===== src/rtl/divider_sequencer.sv =====
// divider_sequencer: control FSM for the 8-bit restoring bitslice divider.
// Define DIVSEQ_DIV0_CHECK_EN to abort on a zero divisor through the ERR state.
module divider_sequencer #(
    parameter int N     = 8,
    parameter int CNT_W = 3
) (
    input  logic Clock,
    input  logic Reset,
    input  logic Start,
    input  logic nBorrow,
    input  logic nZ,
    output logic Load,
    output logic DivShift,
    output logic LoadAcc,
    output logic LoadResult,
    output logic QuotientBit,
    output logic Test,
    output logic Busy,
    output logic Done,
    output logic DivByZero
);
`ifdef DIVSEQ_DIV0_CHECK_EN
    typedef enum logic [2:0] {IDLE, LOAD, ALIGN, ITER, DONE, ERR} state_t;
`else
    typedef enum logic [2:0] {IDLE, LOAD, ALIGN, ITER, DONE} state_t;
`endif
    state_t state_q, state_d;
    logic [CNT_W-1:0] cnt_q, cnt_d;
    logic ok;
    assign Test = 1'b0;
    // A quotient bit is set only when the shifted divisor fits entirely in ACC.
    assign ok = nBorrow & ~nZ;
    always_ff @(posedge Clock or posedge Reset) begin
        if (Reset) begin
            state_q <= IDLE;
            cnt_q   <= '0;
        end else begin
            state_q <= state_d;
            cnt_q   <= cnt_d;
        end
    end
    always_comb begin
        state_d     = state_q;
        cnt_d       = cnt_q;
        Load        = 1'b0;
        DivShift    = 1'b0;
        LoadAcc     = 1'b0;
        LoadResult  = 1'b0;
        QuotientBit = 1'b0;
        Busy        = 1'b0;
        Done        = 1'b0;
        DivByZero   = 1'b0;
        case (state_q)
            IDLE: state_d = Start ? LOAD : IDLE;
            LOAD: begin
                Load       = 1'b1;
                LoadAcc    = 1'b1;
                LoadResult = 1'b1;
                Busy       = 1'b1;
                state_d    = ALIGN;
            end
            ALIGN: begin
                DivShift = 1'b1;
                Busy     = 1'b1;
                cnt_d    = '0;
`ifdef DIVSEQ_DIV0_CHECK_EN
                state_d  = nZ ? ITER : ERR;
`else
                state_d  = ITER;
`endif
            end
            ITER: begin
                Busy        = 1'b1;
                DivShift    = 1'b1;
                LoadResult  = 1'b1;
                LoadAcc     = ok;
                QuotientBit = ok;
                cnt_d       = cnt_q + 1'b1;
                state_d     = (cnt_q == CNT_W'(N - 1)) ? DONE : ITER;
            end
            DONE: begin
                Done    = 1'b1;
                Busy    = 1'b1;
                state_d = IDLE;
            end
`ifdef DIVSEQ_DIV0_CHECK_EN
            ERR: begin
                Done      = 1'b1;
                DivByZero = 1'b1;
                Busy      = 1'b1;
                state_d   = IDLE;
            end
`endif
            default: state_d = IDLE;
        endcase
    end
endmodule


===== config.mk =====
export PLATFORM = sky130hd
export DESIGN_NAME = divider_sequencer
export DESIGN_NICKNAME = d
export VERILOG_FILES = /design/src/rtl/divider_sequencer.sv
export SDC_FILE = /design/constraint.sdc
export NUM_CORES = 1
export LEC_CHECK = 0
export ABC_AREA = 1
export BUFFER_PORTS_ARGS = -buffer_cell sky130_fd_sc_hd__buf_2
export CAP_MARGIN = 0
export CORE_AREA = 3 3 40 42
export CTS_BUF_LIST = sky130_fd_sc_hd__clkbuf_8
export DETAILED_ROUTE_END_ITERATION = 12
export DIE_AREA = 0 0 43 45
export GPL_ROUTABILITY_DRIVEN = 0
export GPL_TIMING_DRIVEN = 0
export PLACE_DENSITY_LB_ADDON = 0.3
export SYNTH_ARGS = -nofsm -noshare
export SYNTH_HDL_FRONTEND = slang
export SYNTH_SLANG_ARGS = --single-unit
export TNS_END_PERCENT = 5

===== constraint.sdc =====
create_clock -name Clock -period 1.4 [get_ports Clock]
set_input_delay 0.07 -clock Clock [delete_from_list [all_inputs] [get_ports Clock]]
set_output_delay 0.07 -clock Clock [all_outputs]
set_load 0.05 [all_outputs]

### Word level (Yosys, flattened, before mapping)

Index checks and enable logic that the tools add are counted.

* output and inout bits: 9
* register bits after elaboration: 6
* logic and storage cells: 26
* input bits: 5

* muxes and demuxes: 11
* equality and inequality tests: 5
* add/subtract/negate cells: 1
* reductions and logical operators: 5
* bitwise logic cells: 2

Operator list (count)
* $pmux W3 S4: 1
* $mux W1: 7
* $eq A3 B2 Y1 const B: 2
* $eq A3 B3 Y1 const B: 2
* $pmux W3 S2: 1
* $reduce_or A2 Y1: 2
* $reduce_or A4 Y1: 1
* $add A3 B1 Y3 const B: 1
* $eq A3 B1 Y1 const B: 1
* $logic_not A3 Y1: 1
* $mux W3: 1
* $pmux W1 S2: 1
* $reduce_bool A2 Y1: 1
* $and A1 B1 Y1: 1
* $not A1 Y1: 1

### Logic depth before layout (Yosys ltp)

* depth in word-level cells: 3
* mapped depth: 5
* gate-level depth less buffers: 5

### Worst setup path after synthesis

No wires, ideal clock.

* path kind: flip-flop to output port
* from: reg state_q[2]
* to: out LoadAcc
* path buffers: 0
* stages on the path, launching flop included: 6
* setup slack: 122 ps
* arrival time: 1208 ps
* required time: 1330 ps
* path through: dfrtp_1 inv_2 nand2_1 inv_2 nand2_2 nand2_1

* longest elaborated chain between the ends: 2
* elaborated cells on any way between the ends: 3
* classes of those cells: eq/ne: 2; mux: 1

Ends and longest elaborated chain
* start: declaration: RTL line 27 `state_t state_q, state_d;`
* start signal: assignment: RTL line 38 `state_q <= state_d;`
* $eq A3 B2 Y1 / $eq A3 B1 Y1 (equally long branches): RTL line 53 `case (state_q)`
* $pmux W1 S2 *: RTL line 53
* end: declaration: RTL line 14 `output logic LoadAcc,`

Every way passes the cells marked *; elsewhere a longest branch is shown, timed or not.

### Final worst setup path

Same ends and word-level chain as after synthesis.

==> out/qor.yml <==
status: "finished clean"
path_delay_family: "flip-flops"
drc: 0
num_vias: 310
nFillCells: 143
wire_per_inst_um: 8.22
start_util_pct: 26.9
leakage_nw: 0.304
antenna_cells: 0
drt_iter0_drc: 4
drive_gt1_share_pct: 38.1
grt_util_all_layers_pct: 7.47
cts-htree-levels: 1
use_met3_pct: 3.98
grt_util_met1_pct: 7.65
cpPeakStageDelay_ns: 0.43
antenna_found_initial: 0
finalSetupViolations: 0
min_period_over_period_pct: 92.8
period_minus_slack_ns: 1.30
chipWidth_um: 43
clk_pin_slew_ns: 0.04
synth-seq-area-share_pct: 43.5
grt_max_degree: 7
ir_drop_mv: 0.634
groute.layer.met2.usage_pct: 10.8
cp_slowest_cell: "dfrtp_1"
synth_area_um2: 345
synth_xor_area_share_pct: 0
slew_viol_final: 0
final_util_pct: 37.7
maxCapViolations: 0
rsz0062_at_grt: "no"
critPathArrivalTime_ns: 1.23
overflow: 0
die_h_um: 45
crit_buf_inv: 3
startpoint_type: "flip-flop"
crit_path_end_kind: "primary output"
numCtsBuffers: 3
synthMuxAreaShare_pct: 0
synthSimpleGateAreaFrac_pct: 33.0
crit_type: "reg -> out"
synthCells: 47
synth_area_per_cell_um2: 7.35
first_global_vias: 238
skew_ns: 0.00170
drt-total-wl_um: 641
cp_cell_sequence: "inv_2, nand2_1, inv_2, nand2_2, nand2_1, clkbuf_4"
coreArea_um2: 1280
tns_ns: 0
final_hold_viol_count: 0
viasPerCell: 3.97
cts_setup_buffers: 0
root_buffer: "clkbuf_8"
finalNetCount: 72
syn2layout_area_growth_pct: 40.2
ys_warn_count: 0
grt_pass1_wl_um: 972
rows: 13
clkSinkCount: 6
firstDrtPassIters: 4
ys_types: 12
io_pins: 14
clock_latency_ns: 0.22
ctsLongestPathBuffers: 2
multiInputGateArea_um2: 151
p_per_area_nw_per_um2: 2340
timing.hold.worst.class: "in -> reg"
grt-busiest-layer: "met2"
synth-seq-cells: 6
io_buffers: 11
synth_top_family_by_area: "simple AND/OR/NAND/NOR gates"
synth_adder_area_share_pct: 7.25
register_area_um2: 150
synth_compound_area_share_pct: 0
cts_tree: "yes"
ant_nets: 0
critPathMaxFanout: 4
die-area_um2: 1940
max_freq_mhz: 770
place_hpwl_um: 511
required_ns: 1.33
placed cells by master, fill, tap and decap left out, drive strengths merged:
master        n
buf          11
clkbuf        5
conb          2
dfrtp         6
dlygate4sd3   1
ha            2
inv          10
nand2        20
nand3         2
nor2          3
nor3b         1
repair_timing:
action,4_1_cts,5_1_grt
setup endpoints to repair,0,2
hold endpoints to repair,6,0
hold buffers,1,0
resized for setup,0,3
cell usage after synthesis (all sizes together):
cell type  number  share of area [%]
dfrtp           6                 43
nand3           2                2.9
inv            10                 11
buf             2                4.3
ha              2                7.2
nand2          20                 24
nor3b           1                2.2
conb            1                1.1
nor2            3                4.0
sequential cells by signal, indices dropped and copies added (netlist names):
register / count
cnt_q: 3
state_q: 3
power by group:
group	total, W	internal (W)	switching, W	leakage [nW]
Combinational	0.000582	0.000162	0.000420	0.210
Clock	0.000258	0.000185	0.0000733	0.0216
Sequential	0.000294	0.000241	0.0000530	0.0716
worst reg2reg max path, cell delays in order (launching register included):
cell and delay, ns:
dfrtp_1 0.38, ha_1 0.21, ha_1 0.27, nand2_1 0.06
nand2_1 0.04
through the flow:
step	power [W]	std cells	cell area (µm²)	hold slack, ns	worst slack [ns]
3_5_place_dp	0.000865	74	423	-0.00274	0.274
2_1_floorplan	0.000743	48	349	-0.139	0.122
4_1_cts	0.00113	78	474	0.0934	0.0337
3_3_place_gp	0.000850	74	423	-0.00306	0.277
5_1_grt	0.00122	78	484	0.111	0.0197
6_report	0.00113	78	484	0.0956	0.101
worst paths after layout:
| check | cells past startpoint | endpoint | slack [ns] | start |
|---|---|---|---|---|
| hold reg to reg | 2 | cnt_q[1] | 0.49 | cnt_q[1] |
| min in group asynchronous | 3 | state_q[0] | 0.31 | Reset |
| hold / removal | 3 | state_q[0] | 0.1 | Start |
| setup reg to reg | 4 | cnt_q[2] | 0.32 | cnt_q[0] |
| max in group asynchronous | 3 | cnt_q[1] | 0.90 | Reset |
| setup / recovery | 6 | LoadAcc | 0.10 | state_q[2] |
cell type report:
class                           count  area share, %
Timing Repair Buffer               12           14.5
Clock buffer                        3           8.53
Multi-Input combinational cell     30           31.3
Tap cell                           15           3.88
Inverter                           10           7.75
Sequential cell                     6           31.0
Buffer                              2           3.10
logic make-up after synthesis:
kind of cell             after synthesis
buffers and inverters                 12
adder cells (fa/ha/maj)                2
AND/OR/NAND/NOR                       26
flip-flops                             6
other                                  1
per-layer routing:
metal  vias to the layer above  part of all wire, %  routed length, µm
met2                        10                   46                294
met5                         -                    0                  0
met4                         0                  2.5                 16
li1                        166                    -                  -
met3                         2                  8.9                 57
met1                       132                   42                272
Note: power is estimated with default switching activity, not from simulation.
